File: src/rtl/seq_serializer_if.sv
// Word-load / bit-stream bundle between an upstream word source and seq_serializer.
// The master side drives words and pacing. The slave side returns the serial bit and its status.
interface seq_serializer_if #(
    parameter int WIDTH = 8
);
    logic [WIDTH-1:0] din;
    logic             load_valid;
    logic             load_ready;
    logic             shift_en;
    logic             xout;
    logic             xout_valid;
    logic             busy;
    logic             done;

    modport master (
        output din, load_valid, shift_en,
        input  load_ready, xout, xout_valid, busy, done
    );

    modport slave (
        input  din, load_valid, shift_en,
        output load_ready, xout, xout_valid, busy, done
    );
endinterface

File: src/rtl/seq_serializer.sv
// Parallel-in serial-out shifter feeding the sequence detectors, one bit per shift_en edge.
// Latency: first bit on xout the cycle after the accepting edge; back-to-back words leave no gap.
// Backpressure: load_ready only in IDLE or on the consuming edge of the last bit; shift_en=0 freezes the stream.
module seq_serializer #(
    parameter int WIDTH     = 8,
    parameter bit MSB_FIRST = 1'b1
) (
    input  logic           clk,
    input  logic           rst,
    seq_serializer_if.slave bus
);
    localparam int CW = (WIDTH > 1) ? $clog2(WIDTH) : 1;

    typedef enum logic {
        IDLE  = 1'b0,
        SHIFT = 1'b1
    } state_t;

    state_t           state_q;
    state_t           state_d;
    logic [WIDTH-1:0] shreg_q;
    logic [WIDTH-1:0] shreg_d;
    logic [WIDTH-1:0] shreg_shifted;
    logic [CW-1:0]    cnt_q;
    logic [CW-1:0]    cnt_d;
    logic             last_bit;
    logic             advance;
    logic             ready;
    logic             accept;

    assign last_bit = (state_q == SHIFT) && (cnt_q == CW'(WIDTH - 1));
    assign advance  = last_bit && bus.shift_en;
    assign ready    = (state_q == IDLE) || advance;
    assign accept   = ready && bus.load_valid;

    // Shift toward the output end so the next bit always sits at the tap.
    generate
        if (MSB_FIRST) begin : g_msb_first
            assign shreg_shifted = {shreg_q[WIDTH-2:0], 1'b0};
        end else begin : g_lsb_first
            assign shreg_shifted = {1'b0, shreg_q[WIDTH-1:1]};
        end
    endgenerate

    always_ff @(posedge clk) begin
        if (rst) begin
            state_q <= IDLE;
            shreg_q <= '0;
            cnt_q   <= '0;
        end else begin
            state_q <= state_d;
            shreg_q <= shreg_d;
            cnt_q   <= cnt_d;
        end
    end

    always_comb begin
        state_d = state_q;
        case (state_q)
            IDLE:    if (bus.load_valid) state_d = SHIFT;
            SHIFT:   if (advance && !bus.load_valid) state_d = IDLE;
            default: state_d = IDLE;
        endcase
    end

    // Finishing a word without a follow-on clears the register so IDLE holds zeros.
    always_comb begin
        shreg_d = shreg_q;
        cnt_d   = cnt_q;
        if (accept) begin
            shreg_d = bus.din;
            cnt_d   = '0;
        end else if (advance) begin
            shreg_d = '0;
            cnt_d   = '0;
        end else if ((state_q == SHIFT) && bus.shift_en) begin
            shreg_d = shreg_shifted;
            cnt_d   = cnt_q + CW'(1);
        end
    end

    always_comb begin
        bus.load_ready = ready;
        bus.done       = advance;
        bus.xout_valid = (state_q == SHIFT);
        bus.busy       = (state_q == SHIFT);
        bus.xout       = 1'b0;
        if (state_q == SHIFT) begin
            bus.xout = MSB_FIRST ? shreg_q[WIDTH-1] : shreg_q[0];
        end
    end
endmodule
File: src/flat_wrapper.sv
// flat-port wrapper written by rule: the top's interface ports become plain ports
module seq_serializer_flat 
#(
    parameter int WIDTH     = 8,
    parameter bit MSB_FIRST = 1'b1
)
  (clk, rst, bus_din, bus_load_valid, bus_shift_en, bus_load_ready, bus_xout, bus_xout_valid, bus_busy, bus_done);
  seq_serializer_if #(.WIDTH(WIDTH)) bus_i ();
  input  logic clk;
  input  logic rst;
  input wire logic [$bits(bus_i.din)-1:0] bus_din;
  input wire logic [$bits(bus_i.load_valid)-1:0] bus_load_valid;
  input wire logic [$bits(bus_i.shift_en)-1:0] bus_shift_en;
  output wire logic [$bits(bus_i.load_ready)-1:0] bus_load_ready;
  output wire logic [$bits(bus_i.xout)-1:0] bus_xout;
  output wire logic [$bits(bus_i.xout_valid)-1:0] bus_xout_valid;
  output wire logic [$bits(bus_i.busy)-1:0] bus_busy;
  output wire logic [$bits(bus_i.done)-1:0] bus_done;
  assign bus_i.din = bus_din;
  assign bus_i.load_valid = bus_load_valid;
  assign bus_i.shift_en = bus_shift_en;
  assign bus_load_ready = bus_i.load_ready;
  assign bus_xout = bus_i.xout;
  assign bus_xout_valid = bus_i.xout_valid;
  assign bus_busy = bus_i.busy;
  assign bus_done = bus_i.done;
  seq_serializer #(.WIDTH(WIDTH), .MSB_FIRST(MSB_FIRST)) u_core (.clk(clk), .rst(rst), .bus(bus_i));
endmodule
File: config.mk
export PLATFORM = sky130hd
export DESIGN_NAME = seq_serializer_flat
export DESIGN_NICKNAME = d
export VERILOG_FILES = /design/src/rtl/seq_serializer_if.sv /design/src/rtl/seq_serializer.sv /design/src/flat_wrapper.sv
export SDC_FILE = /design/constraint.sdc
export NUM_CORES = 1
export LEC_CHECK = 0
export CORE_AREA = 2 2 41 43
export CTS_BUF_LIST = sky130_fd_sc_hd__clkbuf_16
export CTS_CLUSTER_SIZE = 12
export DETAILED_ROUTE_END_ITERATION = 8
export DIE_AREA = 0 0 43 45
export GPL_TIMING_DRIVEN = 0
export PLACE_DENSITY = 0.77
export SLEW_MARGIN = 20
export SYNTH_ARGS = -nofsm -noshare
export SYNTH_HDL_FRONTEND = slang
export SYNTH_SLANG_ARGS = --single-unit
File: constraint.sdc
create_clock -name clk -period 1.9 [get_ports clk]
set_input_delay 0.38 -clock clk [delete_from_list [all_inputs] [get_ports clk]]
set_output_delay 0.38 -clock clk [all_outputs]
set_load 0.1 [all_outputs]
======== Word-level counts from Yosys, hierarchy flattened ========
Cells that the tools add are included.
operators by class
  bitwise gates (word level) .............. 1
  add/subtract/negate cells ............... 1
  reductions and logical operators ........ 9
  equality and inequality tests ........... 1
  multiplexer cells ....................... 7
operator list
  kind                                                           number
  8-bit two-way mux                                              3
  1-bit logical AND                                              5
  3-bit by 1-bit adder with 3-bit output, second input constant  1
  3-bit == test, second input constant                           1
  1-bit two-way mux                                              3
  3-bit nonzero test                                             1
  3-bit OR reduction                                             1
  1-bit one-hot mux with 2 select lines                          1
  1-bit zero test                                                1
  1-bit logical OR                                               1
  1-bit NOT                                                      1
storage, ports and cells
  flip-flop bits (word level) ............. 12
  word-level logic and storage cells ...... 22
  output and inout port bits .............. 5

======== Depth between registers and ports, before layout ========
  depth after elaboration ................. 6
  mapped depth ............................ 7

======== Worst setup path after synthesis ========
OpenSTA, ideal clock, no wires.
  path kind ............................... register to output
  start point ............................. register u_core.state_q, in the netlist u_core.bus.busy
  end point ............................... output bus_done
  required time ........................... 1.520 ns
  stages on the path, launching flop included .. 2
  path slack .............................. -0.465 ns
  data arrival time ....................... 1.985 ns
  cells stage by stage .................... dfxtp_1 -> and3_1
on the way
  cells in the longest elaborated chain, start to end .. 2
RTL lines
  item                      RTL line              RTL
  start: declaration        seq_serializer.sv:19  state_t state_q;
  start signal: assignment  seq_serializer.sv:51  state_q <= state_d;
  1-bit logical AND         seq_serializer.sv:31  assign last_bit = (state_q == SHIFT) && (cnt_q == CW'(WIDTH - 1));
  1-bit logical AND         seq_serializer.sv:32  assign advance = last_bit && bus.shift_en;
  end: declaration          flat_wrapper.sv:18    output wire logic [$bits(bus_i.done)-1:0] bus_done;
No other way between the ends.

======== Final worst setup path ========
  start point ............................. register u_core.cnt_q[0]
  end point ............................... output bus_done
on the way
  cells in the longest elaborated chain, start to end .. 3
RTL lines
  item                      RTL line              RTL
  start: declaration        seq_serializer.sv:24  logic [CW-1:0] cnt_q;
  start signal: assignment  seq_serializer.sv:53  cnt_q <= cnt_d;
  3-bit == test             seq_serializer.sv:31
  1-bit logical AND         seq_serializer.sv:31
  1-bit logical AND         seq_serializer.sv:32
No other way between the ends.

==> impl_metrics.ini <==
[run_status]
status = finished clean

[layout]
layout_commonest_cell = nor2_1
stdcell_count = 112
num_antenna_cells = 0
area.growth.synth_to_final_pct = 43.99
design_area_um2 = 929.6
final_cell_mix = 16 x nor2_1, 10 x clkdlybuf4s50_1, 10 x dfxtp_1
drive_gt1_share_pct = 23.96
fillers = 136
multi_input_area_um2 = 371.6
utilization_pct = 63.18
ff_latch_area_um2 = 242.7
fin_nets = 112

[detailed_routing]
drtAntennaViolNets = 0
avgViaCountPerCell = 5.589
routed_wl_um = 1469
drcViolationCount = 0
dr.pass1.iters = 4
num_vias = 626
drtIter0Drc = 16
wl_per_cell_um = 13.12

[timing]
finClkSkew_ps = 1.882
hold_viol = 0
setup_viol = 0
setup_slack_ps = 61.08
fin_crit_sh_pct = 96.79
setup_tns_ps = 0
slew_headroom_pct = 63.93
fin_hold_ws_ps = 458.9
worst_pin_slew_ps = 543.4
max_freq_ghz = 0.5438
fin_crit_ps = 1839
rsz0062_at_grt = false
slew_viol_final = 0

[synth]
yosysWarnings = 0
synth_top_family_by_area = simple AND/OR/NAND/NOR gates
synth_compound_area_share_pct = 14.15
synth_nets = 91
synthAdderAreaFrac_pct = 3.876
yosys.area_share.simple_pct = 32.95
synth_xor_area_share_pct = 0
ys_seq_area_share_pct = 37.21
synth_area_um2 = 645.6
synth.avg_cell_area_um2 = 8.385
netlist_instances = 77
synthMuxAreaShare_pct = 3.876
ys_types = 22
yosys_register_bits = 12

[clock_tree]
clock_sinks = 12
cts_tree = yes
clkSlewWorstSetupHoldPaths_ps = 40
cts_root_buf = clkbuf_16
cts_htree_levels = 1
postCtsHoldBufs = 0
clk_path_buf_depth = 2
insertion_delay_ps = 240
cts_buffers = 3

[global_route]
grt_pass1_vias = 604
grt_remaining_overflow = 0
grt_pass1_wl_um = 2518
grt_max_degree = 11
grt_use_total_pct = 18.07
antenna_found_initial = 0

[place]
gp_congestion = 0.7134
dp.cells = 108
hpwl_um = 975.7
post-place-ws_ps = -817.5
place_area_um2 = 819.5
port_buffers = 15

[floorplan]
dieArea_um2 = 1935
die_y_um = 45
initial_core_util_pct = 43.88
die_x_um = 43
core_um2 = 1471
rows = 14
io_pins = 17

[power_and_ir_drop]
p_leak_nw = 0.3776
p_total_uw = 809.1
powerDensity_nw_per_um2 = 870.3
peakVddDrop_mv = 0.5866

[critical_path]
required_ps = 1520
r2r.worst_path.cells = 6
crit_fanout = 10
crit_type = flop to primary output
cp-start-kind = flop
end_kind = primary output
r2r-start = u_core.cnt_q[0]
r2r-end = u_core.shreg_q[4]
rrSetupSlack_ps = 430
crit_arrival_ps = 1460

[job]
maxCapViolCount = 0

[hold_path]
hp-class = flop to flop
min_to = u_core.shreg_q[0]
holdCritStartpoint = u_core.shreg_q[0]
hold_depth = 2
[flip-flops by register name (all words and copies together), names as in the netlist]
| register | count |
|---|---|
| u_core.shreg_q | 8 |
| u_core.cnt_q | 3 |
| u_core.bus.busy | 1 |
[repair_timing]
item / 4_1_cts / 5_1_grt
endpoints found under the hold margin: 0 / 0
endpoints found under the setup margin: 5 / 2
gates cloned: 0 / 0
pin swaps: 0 / 0
setup buffers: 0 / 2
resized for setup: 28 / 1
[cells by family (layout without fill, tap and decap cells)]
family	Yosys count	after routing
buf+inv	8	27
simple gates	41	41
fa+ha+maj	2	2
compound gates	12	12
flops	12	12
mux	2	2
[critical path: stages (launching register included)]
cell and delay, ps:
dfxtp_2 320, ha_2 190, ha_4 170, buf_6 130
and3_2 230, buf_12 170
[cell type report]
type                       instances  area share [%]
multi-input combinational         57           39.97
sequential                        12           26.11
timing repair buffer              17           18.30
clock buffer                       3           8.075
buffer                             6           4.980
tap                               16           2.153
inverter                           1          0.4038
[layer usage]
layer  share of wire [%]  up-vias  track usage, %
met1                  47      288           21.78
met4                 2.7        0           12.73
met3                 4.3        5           3.600
met2                  46       17           29.09
met5                   0        -               0
li1                    -      316               -
[where the power goes]
part | switching, mW | leakage [nW] | internal, mW
logic | 0.0866 | 0.241 | 0.0606
clock network | 0.106 | 0.0370 | 0.274
registers | 0.0105 | 0.0997 | 0.271
[cells in the mapped netlist]
cell type  number  share of area [%]
buf_6           1                1.7
and2_1          1               0.97
nand2b_1        2                1.9
nor2_1         16                9.3
inv_1           1               0.58
mux2i_1         1                1.6
nand3_1         2                1.6
dfxtp_1        12                 37
and3_1          1               0.97
buf_1           1               0.58
nor2b_1         6                5.8
buf_2           2                1.6
and2b_1         1                1.2
nand2_1         3                1.7
mux2_4          1                2.3
a21oi_1         4                3.1
nor4_1          7                6.8
buf_4           3                3.5
ha_1            2                3.9
a311oi_1        7                9.5
nand4b_1        2                2.7
a21bo_2         1                1.6
[how the worst max path moves through the flow]
stage	startpoint	to	slack, ps	cells after the start
floorplan	u_core.cnt_q[0]	bus_done	100	5
global placement	u_core.cnt_q[0]	bus_done	-820	6
detailed placement	u_core.cnt_q[0]	bus_done	-820	6
CTS	u_core.cnt_q[0]	bus_done	10	5
global route	u_core.cnt_q[1]	bus_done	20	5
finish	u_core.cnt_q[0]	bus_done	60	5
(Power assumes the default switching activity.)
